### config.mk
export PLATFORM = sky130hd
export DESIGN_NAME = uart_rx
export DESIGN_NICKNAME = d
export VERILOG_FILES = /design/src/rtl/uart_rx.sv
export SDC_FILE = /design/constraint.sdc
export NUM_CORES = 1
export LEC_CHECK = 0
export ABC_CLOCK_PERIOD_IN_PS = 3300
export CORE_ASPECT_RATIO = 1.25
export CORE_MARGIN = 10
export CORE_UTILIZATION = 28
export DETAILED_ROUTE_END_ITERATION = 8
export GPL_TIMING_DRIVEN = 0
export PLACE_DENSITY = 0.57
export SETUP_SLACK_MARGIN = 0.4
export SYNTH_ARGS = -nofsm -noshare
export SYNTH_HDL_FRONTEND = slang
export SYNTH_SLANG_ARGS = --single-unit
### constraint.sdc
create_clock -name clk -period 3.3 [get_ports clk]
set_clock_uncertainty 0.05 [all_clocks]
set_input_delay 0.66 -clock clk [delete_from_list [all_inputs] [get_ports clk]]
set_output_delay 0.66 -clock clk [all_outputs]
set_load 0.01 [all_outputs]
### src/rtl/uart_rx.sv
// UART 8N1 receiver: 16x oversampled, mid-bit sampling, false-start and break rejection.
// Latency: SYNC_STAGES clk + <=1 tick (start detect) + 152 ticks + 1 clk from start edge to rx_done.
// Backpressure: none; rx_data is held until the next rx_done and a consumer must take each pulse.
//
// Ports:
//   clk        system clock, all state changes on its rising edge
//   rst        synchronous active-high reset
//   b_tick     one-clk pulse at 16x the baud rate
//   rx         asynchronous serial line, idle high
//   rx_data    last received byte, held until the next rx_done
//   rx_done    one-clk pulse when rx_data/frame_err are updated
//   rx_busy    high from start-bit detection to frame end or false-start rejection
//   frame_err  stop-bit status of the last frame (1 = stop bit read as 0)

module uart_rx #(
  parameter int SYNC_STAGES = 2  // must be >= 2
) (
  input  logic       clk,
  input  logic       rst,
  input  logic       b_tick,
  input  logic       rx,
  output logic [7:0] rx_data,
  output logic       rx_done,
  output logic       rx_busy,
  output logic       frame_err
);

  typedef enum logic [1:0] {
    IDLE  = 2'd0,
    START = 2'd1,
    DATA  = 2'd2,
    STOP  = 2'd3
  } state_t;

  // Synchronizer resets to all ones so the idle line is not mistaken for a start bit.
  logic [SYNC_STAGES-1:0] sync_q;
  logic                   rx_s;

  always_ff @(posedge clk) begin
    if (rst) begin
      sync_q <= '1;
    end else begin
      sync_q <= {sync_q[SYNC_STAGES-2:0], rx};
    end
  end

  assign rx_s = sync_q[SYNC_STAGES-1];

  state_t     state;
  logic [3:0] tick_cnt;
  logic [2:0] bit_cnt;
  logic [7:0] shreg;
  // Cleared by a framing error so a held-low line (break) is not re-read as
  // an endless stream of start bits; re-armed once the line is seen high.
  logic       armed;

  always_ff @(posedge clk) begin
    if (rst) begin
      state     <= IDLE;
      tick_cnt  <= 4'd0;
      bit_cnt   <= 3'd0;
      shreg     <= 8'h00;
      rx_data   <= 8'h00;
      rx_done   <= 1'b0;
      rx_busy   <= 1'b0;
      frame_err <= 1'b0;
      armed     <= 1'b1;
    end else begin
      rx_done <= 1'b0;
      if (b_tick) begin
        case (state)
          IDLE: begin
            if (!rx_s && armed) begin
              state    <= START;
              tick_cnt <= 4'd0;
              rx_busy  <= 1'b1;
            end else if (rx_s) begin
              armed <= 1'b1;
            end
          end

          START: begin
            if (tick_cnt == 4'd7) begin
              // Mid start bit: a high line here means the edge was a glitch.
              if (rx_s) begin
                state    <= IDLE;
                rx_busy  <= 1'b0;
                tick_cnt <= 4'd0;
              end else begin
                state    <= DATA;
                tick_cnt <= 4'd0;
                bit_cnt  <= 3'd0;
              end
            end else begin
              tick_cnt <= tick_cnt + 4'd1;
            end
          end

          DATA: begin
            if (tick_cnt == 4'd15) begin
              // LSB first: each new bit enters at the MSB and moves right.
              shreg    <= {rx_s, shreg[7:1]};
              tick_cnt <= 4'd0;
              if (bit_cnt == 3'd7) begin
                state <= STOP;
              end
              bit_cnt <= bit_cnt + 3'd1;
            end else begin
              tick_cnt <= tick_cnt + 4'd1;
            end
          end

          STOP: begin
            if (tick_cnt == 4'd15) begin
              // Byte is delivered even on a bad stop bit; frame_err flags it.
              rx_data   <= shreg;
              rx_done   <= 1'b1;
              frame_err <= ~rx_s;
              armed     <= rx_s;
              rx_busy   <= 1'b0;
              tick_cnt  <= 4'd0;
              state     <= IDLE;
            end else begin
              tick_cnt <= tick_cnt + 4'd1;
            end
          end

          default: begin
            state <= IDLE;
          end
        endcase
      end
    end
  end

endmodule

Yosys cells after proc, flatten, opt, wreduce, memory -nomap -nowiden
Cells that the tools add are included.
- register bits: 31
- latch bits: 0
- bits in writable memories: 0
- bits in read-only memories: 0
- input bits: 4
- output and inout bits: 11
- word-level logic and storage cells: 70
- memories: 0
- $add $sub $neg: 2
- $mul: 0
- divide/modulo/power cells: 0
- order comparisons: 0
- eq/ne operators: 15
- shift-type cells: 0
- mux-type cells: 25
- bitwise logic cells: 3
- reductions and logical operators: 15
- operators by type and width (kind ; number):
    2-bit inequality test (second input constant) ; 9
    2-bit 2-to-1 mux ; 6
    4-bit 2-to-1 mux ; 3
    4-bit case mux with 3 select lines ; 1
    6-bit AND reduction ; 2
    5-bit AND reduction ; 2
    3-bit 2-to-1 mux ; 3
    1-bit 2-to-1 mux ; 8
    2-bit case mux with 4 select lines ; 1
    3-bit case mux with 2 select lines ; 1
    3-bit AND reduction ; 2
    4-bit by 1-bit adder with 4-bit output (second input constant) ; 1
    2-bit == test (second input constant) ; 2
    4-bit by 3-bit == test with 1-bit output (second input constant) ; 1
    4-bit == test (second input constant) ; 1
    2-bit nonzero test ; 2
    3-bit by 1-bit adder with 3-bit output (second input constant) ; 1
    3-bit == test (second input constant) ; 1
    1-bit NOT ; 3
    1-bit case mux with 3 select lines ; 1
    3-bit nonzero test ; 1
    3-bit OR reduction ; 1
    2-bit by 1-bit == test with 1-bit output (second input constant) ; 1
    2-bit logical NOT ; 1
    5 further kinds ; 5

Logic depth before layout (Yosys ltp)
- word-level depth: 4
- gate-level depth with buffers: 6
- depth with buffers taken out: 5

Worst setup path after synthesis
No wires, ideal clock.
- path type: input port to flip-flop
- from: input port b_tick
- to: register shreg[2]
- library setup time: 0.128 ns
- data arrival time: 1.545 ns
- required time: 3.122 ns
- setup slack: 1.578 ns
- stages: 6
- path buffers: 2
- path through: buf_6 inv_1 nor4b_4 buf_6 mux2i_1 nor2_1
- cells in the longest elaborated chain, start to end: 1
- ends and longest elaborated chain (what ; line ; text):
    start: declaration ; 20 ; input logic b_tick,
    3-bit AND reduction (no line) ; -- ;
    end signal: assignment ; 102 ; shreg <= {rx_s, shreg[7:1]};
    end: declaration ; 52 ; logic [7:0] shreg;
Every way passes these cells.
A chain may end at the register's enable or synchronous reset.

Worst setup path after layout
- from: register rx_data[5]
- to: output port rx_data[5]
- RTL lines (what ; line ; text):
    start: declaration ; 22 ; output logic [7:0] rx_data,
    start signal: assignment ; 116 ; rx_data <= shreg;
No word-level cell between the ends.

==> run metrics <==
min Tclk post-route 1.87 ns; Syn Area/Cell 9.12 sq um; CP top delay family buffers and inverters; Critical R2R Capture rx_data[3]; register area share after synthesis 47.2%; Final period util 56.8%; post-synth top area share 47.2%; crit path kind reg -> out; Worst Hold Depth 1; max-slew violation count 0; cell count along the critical path 1; CTS tree done; Via density 4.74; Buf+Inv Stages, Crit Path 1; leading area contributor after synthesis dfxtp_1; Area contributors post-synth dfxtp_1 (47%), mux2i_1 (6.9%), a21oi_1 (6.1%); Slew Limit Headroom 64.2%; Peak VDD IR 253 uV; Ant. Diodes 0; # rows 27; slowest CP cell clkdlybuf4s50_1; fmax 0.533 GHz; CTS Buffer Depth 2; DRC Markers 0; post-synthesis net count 151; Initial Util 29.5%; total grt overflow 0; post-cts sizing count 0; multi-input logic area 614 sq um; Mapped Area 0.00131 sq mm; 1st-iter DRT viols 55; Hold Vio Cnt, Final 0; register area 621 sq um; layout cells sized above 1 11.5%; CTS sink count 31; fin worst setup slack 1.43 ns; # fillers 484; Layout area overhead 21.6%; Startpoint Class flop; cells on worst reg2reg path 5; WHS 0.364 ns; R2R Setup Slk 1.55 ns; post-route setup TNS 0 ns; Ys Warns 0; largest net degree at the start of global routing 11; worst min path class reg -> reg; ys flop type dfxtp_1; Max-cap violations 0; Core ar. 0.00446 sq mm; dpl ws 1.39 ns; final WL 2.69 mm; Synth cell types 36; most instantiated cells after synthesis dfxtp_1 (31), nand2_1 (20), nor2_1 (19), a21oi_1 (16), mux2i_1 (9); Yosys reg bits 31; Pwr Density 428 mW/mm^2; clk_lat worst skew 0.28 ns; Overall Global Routing Usage 7.97%; Worst Tran Pin Value 0.534 ns; Post-Syn Instances 144; CP max stage delay 0.54 ns; critical path fanouts, max 2; Num CTS Buffers 5; Port Buf Inserts 13; min-delay src sync_q[0]; Final #Nets 171; Setup Buffers After CTS 0; Synth async-reset ratio 0%; worst-path cell chain clkdlybuf4s50_1; CTS root buf clkbuf_8; final setup fails 0; # hold bufs at CTS 0; number of flops mapped to enable cells by yosys 0; DR pass1 iterations 4; initial antenna violation count 0; CP arrival 1.16 ns; data required time of the critical path 2.59 ns; CP endpoint kind primary output; Post-DRT Antenna Nets 0; Hold Path Sink sync_q[1]; status completed; first-pass GRT wire length 4.84 mm; via count 1057; DP HPWL 1.95 mm; top-count cell post-synth dfxtp_1; Final Wtd Congestion 0.744; RSZ-0062 raised after global routing false; Reg clk slew, reported paths 0.06 ns; vias in the first global route 1123; die height 96.6 um; DR WL/cell 12.1 um; die area 0.00785 sq mm; Leak 0.000550 uW; Top Ports 15; Die X 81.3 um; H-tree levels 2; Layout Utilization 35.8%; Reg-to-Reg Start tick_cnt[0]
[stage by stage]
stage / cell area [sq um] / total power, uW / instances
6_report: 1600 / 683 / 223
5_1_grt: 1600 / 713 / 223
4_1_cts: 1600 / 691 / 223
3_5_place_dp: 1520 / 411 / 215
3_3_place_gp: 1520 / 411 / 215
2_1_floorplan: 1310 / 403 / 144
[cell type report]
cell class / count / share of cell area, %
buffer: 9 / 4.46
clock buffer: 7 / 4.78
clock inverter: 1 / 0.313
inverter: 2 / 0.470
multi-input combinational: 102 / 38.4
sequential: 31 / 38.8
tap: 58 / 4.54
timing repair buffer: 13 / 8.14
[metal layers]
layer	vias to the layer above	GRT usage [%]	share of wire (%)
met5	-	0	0
met2	25	12.3	46
met3	4	4.90	7.9
li1	536	-	-
met1	492	8.62	45
met4	0	3.32	0.97
[kinds of logic (layout without fill, tap and decap cells)]
| logic type | Yosys count | after routing | share of synthesized area (%) |
|---|---|---|---|
| AOI/OAI and AO/OA | 30 | 30 | 14.1 |
| xor gates and xnor gates | 1 | 1 | 0.667 |
| muxes | 9 | 9 | 6.86 |
| DFF | 31 | 31 | 47.2 |
| and+or+nand+nor | 59 | 59 | 22.3 |
| adders and majority gates | 3 | 3 | 2.86 |
| buffers and inverters | 11 | 32 | 6.00 |
[flip-flops by register name (all words and copies together), names as in the netlist, named ones only]
register / flops
rx_data: 8
shreg: 8
tick_cnt: 4
bit_cnt: 3
sync_q: 2
armed: 1
frame_err: 1
rx_busy: 1
rx_done: 1
state: 1
[worst max path at each step]
stage | startpoint | end
floorplan | b_tick | shreg[2]
global placement | rst | sync_q[1]
detailed placement | b_tick | rx_data[3]
CTS | rx_data[5] | rx_data[5]
global route | tick_cnt[0] | rx_data[2]
finish | rx_data[5] | rx_data[5]
[where the power goes]
group          total (uW)  internal, uW  switching [uW]
clock                 280           148             133
combinational        24.9          9.89            15.0
sequential            378           377            1.64
[cell usage in the layout (no fill, tap or decap), drive strengths merged]
| cell | synthesis | layout |
|---|---|---|
| a211o | 1 | 1 |
| a211oi | 1 | 1 |
| a21boi | 1 | 1 |
| a21oi | 16 | 16 |
| a22oi | 3 | 3 |
| a31oi | 1 | 1 |
| a32oi | 1 | 1 |
| and2 | 1 | 1 |
| and3b | 1 | 1 |
| buf | 5 | 5 |
| clkbuf | 3 | 10 |
| clkdlybuf4s50 | 0 | 13 |
| clkinv | 0 | 1 |
| dfxtp | 31 | 31 |
| dlygate4sd1 | 1 | 1 |
| ha | 3 | 3 |
| inv | 2 | 2 |
| mux2i | 9 | 9 |
| nand2 | 21 | 21 |
| nand3 | 5 | 5 |
| nand3b | 1 | 1 |
| nand4 | 1 | 1 |
| nand4b | 1 | 1 |
| nor2 | 19 | 19 |
| nor2b | 1 | 1 |
| nor3 | 1 | 1 |
| nor4b | 2 | 2 |
| o211ai | 1 | 1 |
| o21ai | 5 | 5 |
| or2 | 4 | 4 |
| or3 | 1 | 1 |
| xnor2 | 1 | 1 |
No activity file was read; power rests on OpenSTA's default activity.
